===== src/rtl/note_sequencer.sv =====
// note_sequencer
//   Plays a stored song by driving note_decoder's note/enable inputs. A small
//   writable table holds (note, duration) steps; on start the sequencer walks
//   steps 0..last_addr, holding each note for dur*TICK_DIV cycles, then a
//   GAP_CYC-cycle articulation gap. It can loop back to step 0 at the end.
//
// Ports
//   clk        in   single clock, rising edge
//   reset      in   synchronous, active-high
//   wr_en      in   write one table entry this cycle
//   wr_addr    in   [AW]  entry index to write
//   wr_note    in   [10]  note number (0 or >88 = rest)
//   wr_dur     in   [8]   duration in ticks (0 treated as 1)
//   last_addr  in   [AW]  final step index, latched when start is accepted
//   loop       in   replay from step 0 after the last step (sampled live)
//   start      in   begin playback (accepted only in IDLE)
//   stop       in   abort playback
//   note_out   out  [10]  note number to note_decoder
//   note_en    out  enable to note_decoder
//   busy       out  high whenever not IDLE
//   step_idx   out  [AW]  current step
//   done       out  one-cycle pulse when a non-looping song ends
//
// state | meaning
// ------+---------------------------------------------------------------
// IDLE  | waiting for start; note_en low
// FETCH | one cycle: load table[step_idx] into note_out and tick counter
// PLAY  | note held for dur*TICK_DIV cycles (note_en high unless a rest)
// GAP   | GAP_CYC cycles with note_en low, then advance / loop / finish

module note_sequencer #(
  parameter int DEPTH    = 16,
  parameter int TICK_DIV = 1000,
  parameter int GAP_CYC  = 2,
  localparam int AW      = $clog2(DEPTH)
) (
  input  logic          clk,
  input  logic          reset,
  input  logic          wr_en,
  input  logic [AW-1:0] wr_addr,
  input  logic [9:0]    wr_note,
  input  logic [7:0]    wr_dur,
  input  logic [AW-1:0] last_addr,
  input  logic          loop,
  input  logic          start,
  input  logic          stop,
  output logic [9:0]    note_out,
  output logic          note_en,
  output logic          busy,
  output logic [AW-1:0] step_idx,
  output logic          done
);

  localparam logic [1:0] S_IDLE  = 2'd0;
  localparam logic [1:0] S_FETCH = 2'd1;
  localparam logic [1:0] S_PLAY  = 2'd2;
  localparam logic [1:0] S_GAP   = 2'd3;

  localparam int PW = (TICK_DIV > 1) ? $clog2(TICK_DIV) : 1;
  localparam int GW = (GAP_CYC > 1) ? $clog2(GAP_CYC) : 1;
  localparam logic [PW-1:0] PRE_LOAD = PW'(TICK_DIV - 1);
  localparam logic [GW-1:0] GAP_LOAD = GW'(GAP_CYC - 1);

  logic [17:0]   song [DEPTH];
  logic [1:0]    state;
  logic [PW-1:0] pre_cnt;
  logic [7:0]    tick_cnt;
  logic [GW-1:0] gap_cnt;
  logic [AW-1:0] last_q;

  logic [17:0]   fetch_word;
  logic [9:0]    fetch_note;
  logic [7:0]    fetch_dur;

  // Combinational read of the current step; a same-cycle write only lands
  // at the clock edge, so FETCH always sees the old contents.
  assign fetch_word = song[step_idx];
  assign fetch_note = fetch_word[17:8];
  assign fetch_dur  = fetch_word[7:0];

  // Song table has no reset: contents are only meaningful once written.
  always_ff @(posedge clk) begin
    if (wr_en) song[wr_addr] <= {wr_note, wr_dur};
  end

  always_ff @(posedge clk) begin
    if (reset) begin
      state    <= S_IDLE;
      note_out <= '0;
      note_en  <= 1'b0;
      busy     <= 1'b0;
      step_idx <= '0;
      done     <= 1'b0;
      pre_cnt  <= '0;
      tick_cnt <= '0;
      gap_cnt  <= '0;
      last_q   <= '0;
    end else begin
      done <= 1'b0;
      if (stop) begin
        // note_out and step_idx deliberately hold their values.
        state   <= S_IDLE;
        busy    <= 1'b0;
        note_en <= 1'b0;
      end else begin
        case (state)
          S_IDLE: begin
            if (start) begin
              state    <= S_FETCH;
              busy     <= 1'b1;
              step_idx <= '0;
              last_q   <= last_addr;
            end
          end
          S_FETCH: begin
            note_out <= fetch_note;
            note_en  <= (fetch_note != 10'd0) && (fetch_note <= 10'd88);
            // Tick counter counts remaining ticks after the current one,
            // so a zero duration plays exactly like a duration of one.
            tick_cnt <= (fetch_dur == 8'd0) ? 8'd0 : fetch_dur - 8'd1;
            pre_cnt  <= PRE_LOAD;
            state    <= S_PLAY;
          end
          S_PLAY: begin
            if (pre_cnt == '0) begin
              if (tick_cnt == 8'd0) begin
                state   <= S_GAP;
                note_en <= 1'b0;
                gap_cnt <= GAP_LOAD;
              end else begin
                tick_cnt <= tick_cnt - 8'd1;
                pre_cnt  <= PRE_LOAD;
              end
            end else begin
              pre_cnt <= pre_cnt - 1'b1;
            end
          end
          S_GAP: begin
            if (gap_cnt == '0) begin
              if (step_idx != last_q) begin
                step_idx <= step_idx + 1'b1;
                state    <= S_FETCH;
              end else if (loop) begin
                step_idx <= '0;
                state    <= S_FETCH;
              end else begin
                state <= S_IDLE;
                busy  <= 1'b0;
                done  <= 1'b1;
              end
            end else begin
              gap_cnt <= gap_cnt - 1'b1;
            end
          end
          default: begin
            state <= S_IDLE;
            busy  <= 1'b0;
          end
        endcase
      end
    end
  end

endmodule


===== config.mk =====
export PLATFORM = sky130hd
export DESIGN_NAME = note_sequencer
export DESIGN_NICKNAME = d
export VERILOG_FILES = /design/src/rtl/note_sequencer.sv
export SDC_FILE = /design/constraint.sdc
export NUM_CORES = 1
export LEC_CHECK = 0
export CORE_MARGIN = 2
export CORE_UTILIZATION = 45
export CTS_CLUSTER_DIAMETER = 120
export DETAILED_ROUTE_END_ITERATION = 10
export GPL_ROUTABILITY_DRIVEN = 1
export PLACE_DENSITY_LB_ADDON = 0.12
export SYNTH_ARGS = -nofsm -noshare
export SYNTH_HDL_FRONTEND = slang
export SYNTH_SLANG_ARGS = --single-unit

===== constraint.sdc =====
create_clock -name clk -period 4.2 [get_ports clk]
set_clock_uncertainty 0.15 [all_clocks]
set_input_delay 0.84 -clock clk [delete_from_list [all_inputs] [get_ports clk]]
set_output_delay 0.84 -clock clk [all_outputs]
set_load 0.05 [all_outputs]

==> impl_results.md <==
* Estimated wirelength of the detail-placed design at 17,800 um
* Floorplan die width at 176 um
* Gate Count Post-Synth at 735
* Core area at 0.0289 mm2
* Number of endpoints with negative hold slack in the final report at 0
* Gr usage total at 19.9%
* Cell area reported after detailed placement at 0.0144 mm2
* Worst path arrival time at 3.72 ns
* Total negative slack for setup checks at 0 ns
* Vias per inst at 5.71
* Critical path start-end classification: register to register
* Number of flops mapped to enable cells by yosys at 288
* Number of setup violations in the final report at 0
* Leakage at 4.88 nW
* Number of fillers in the final layout at 2,251
* Synth Register Bits at 334
* Ordered list of cells on the worst path: buf_4 > mux4_2 > a22o_1 > a221o_1 > inv_1 > ha_1 > nand2_1 > or4_1 > a211oi_1
* Slowest cell on the critical path: dfxtp_2
* Sequential area share after synthesis at 72.0%
* Maximum number of buffers from clock root to sink at 3
* Share of the clock period used by the worst path at 82.3%
* Share of synthesized flip-flops with an asynchronous set or reset at 0%
* Number of non-filler instances in the completed layout at 1,222
* Transition at the pin with the smallest max-transition slack at 0.920 ns
* Antenna violations before repair at 0
* First-pass DRT Iterations at 5
* Initial cell density of the core at 46.0%
* Utilization of the core after routing at 53.7%
* Critical path fanouts, max at 25
* WP data required at 4.46 ns
* Sequential cell area at 0.00957 mm2
* Pin count of the biggest net entering global routing at 40
* Count of buffering cells on the critical path with inverters included at 2
* Clock-pin slew on the worst setup and hold paths at 0.06 ns
* Launching element type of the critical path: register
* Routability congestion estimate at 0.792
* Unrepaired setup endpoints after global routing: no
* Total area of multi-input combinational cells at 0.00356 mm2
* Run status: completed
* Total I/O pin count at 49
* Setup crit end kind: register
* Power consumption at 0.00698 W
* Min-delay worst type: register to register
* Insertion delay of the later-clocked pin in the worst-skew pair at 0.51 ns
* Main synth FF type: edfxtp_1
* Post-CTS setup buffers at 0
* Count of routing violations after the opening detailed-route iteration at 611
* Max-cap check violation count at 0
* First-pass GRT wire length at 45,000 um
* Net count after synthesis at 776
* Clock buffer count from CTS at 34
* Cell area after synthesis at 0.0133 mm2
* Fraction of power consumed by the clock network at 43.1%
* Delay of the slowest cell on the worst path at 0.72 ns
* Library cell used as clock root buffer: clkbuf_16
* Sinks on Clock Net at 334
* Finished Cell Area at 0.0155 mm2
* Full die area at 0.0309 mm2
* Placed cells at 1,166
* Number of levels in the clock H-tree at 2
* GRT overflow at 0
* Layout cell share with drive strength beyond 1 at 20.5%
* Port Buf Inserts at 48
* # nets final at 859
* P per Cell Area at 450 mW/mm2
* Number of inserted diodes at 0
* Avg Synthesized Cell Area at 18.1 um2
* Yosys synthesis warning count at 0
* Number of rows in the core area at 62
* Number of cells upsized or downsized after cts at 0
* Area growth from synthesis to layout at 16.7%
* Number of nets with antenna violations after detailed routing at 0
* Delay-heaviest family, CP: compound AO/OA/AOI/OAI gates
* Proportion of total power due to net switching at 19.8%
* Number of vias in the routed layout at 6,975
* Total wire length at 29,900 um
* Achievable clock frequency at 289 MHz
* Average wire per standard cell at 24.5 um
* Distinct cells, synth at 55
* Pint at 0.00560 W
* CTS tree: built
* Net switching power at 0.00138 W
* Height of the chip at 176 um
* Via count of the first global-routing pass at 7,288
* Remaining max-slew budget at the tightest pin at 38.6%
* Number of remaining DRC errors at 0
* Final Max Tran Viols at 0
* Combinational share of power at 3.9%
* Worst supply voltage drop on vdd at 281 uV
* Number of buffers inserted for hold repair after clock tree synthesis at 0
* Share of total power in sequential cells at 53.0%
* Post-layout minimum cycle time at 3.46 ns
cells in the final DEF (no fill, tap or decap), drive strengths merged, types with 9 or more instances in the layout:
master	instances
clkdlybuf4s50	48
nor3	17
nand2	41
inv	18
a22oi	9
o21ai	14
a21oi	32
mux2i	12
buf	30
ha	9
nand3	9
dfxtp	46
mux4	81
nor2	39
clkbuf	43
edfxtp	288
power groups by stage:
stage	clock, W	sequential, W	combinational (W)
after floorplan	0	0.00378	0.000134
final	0.00301	0.00370	0.000275
after global placement	0	0.00377	0.000265
after CTS	0.00306	0.00370	0.000276
after detailed placement	0	0.00377	0.000275
after global routing	0.00319	0.00371	0.000302
state kept, by name, indices dropped and copies added, names as in the netlist, named ones only:
name and flops:
last_q 4, step_idx 4, busy 1, pre_cnt 10
state 2, gap_cnt 1, tick_cnt 8, done 1
song 288, note_en 1, note_out 10
per-stage QoR:
stage | worst slack (ns) | hold slack [ns]
after floorplan | 0.914 | 0.315
after global placement | 0.817 | 0.299
after detailed placement | 0.756 | 0.306
after CTS | 0.728 | 0.314
after global routing | 0.553 | 0.330
final | 0.743 | 0.311
cell type report:
cell class,count,area share (%)
Clock buffer,43,5.84
Timing Repair Buffer,78,4.71
Tap cell,384,3.10
Multi-Input combinational cell,353,23.0
Sequential cell,334,61.7
Clock inverter,13,1.20
Inverter,17,0.412
worst reg2reg max path: cells and delay by family (launching register included):
kind | cells | cell delay [ns]
mux | 1 | 0.37
compound gates | 3 | 0.76
fa+ha+maj | 1 | 0.18
simple gates | 2 | 0.57
buf+inv | 2 | 0.60
flops | 1 | 0.72
synth_stat cells, types with 7 or more instances:
library cell | n | area share [%]
nor3_1 | 17 | 0.64
clkbuf_1 | 16 | 0.45
nand3_1 | 9 | 0.34
a21oi_1 | 32 | 1.2
ha_1 | 9 | 0.85
mux2i_1 | 12 | 0.90
mux4_1 | 7 | 1.4
nor2_1 | 39 | 1.1
nor2b_1 | 7 | 0.33
nand2_1 | 41 | 1.2
edfxtp_1 | 288 | 65
mux4_2 | 74 | 13
dfxtp_1 | 46 | 6.9
buf_2 | 9 | 0.34
o21ai_0 | 13 | 0.49
xnor2_1 | 7 | 0.46
a22oi_1 | 9 | 0.51
inv_1 | 17 | 0.48
worst paths after layout:
check,startpoint,to,slack [ns],cells after the start
worst max register to register,register,tick_cnt[6],0.74,9
worst min-delay path,note_out[8],note_out[8],0.31,2
worst min register to register,note_out[8],note_out[8],0.31,2
worst max-delay path,register,tick_cnt[6],0.74,9
routing by layer:
metal | vias to the layer above | wire length, um | global-route usage (%)
met2 | 178 | 14400 | 32.4
met5 | - | 0 | 0
li1 | 3121 | - | -
met1 | 3632 | 13400 | 27.8
met4 | 0 | 646 | 5.65
met3 | 44 | 1430 | 3.29
cells by family after synthesis:
logic type | Yosys count | synth area share (%)
adder cells (fa/ha/maj) | 9 | 0.848
buffers and inverters | 48 | 1.50
AND/OR/NAND/NOR | 149 | 5.54
XOR/XNOR | 13 | 0.857
flip-flops | 334 | 72.0
multiplexers | 94 | 14.9
AO/OA/AOI/OAI | 88 | 4.29
No activity file was read; power rests on OpenSTA's default activity.
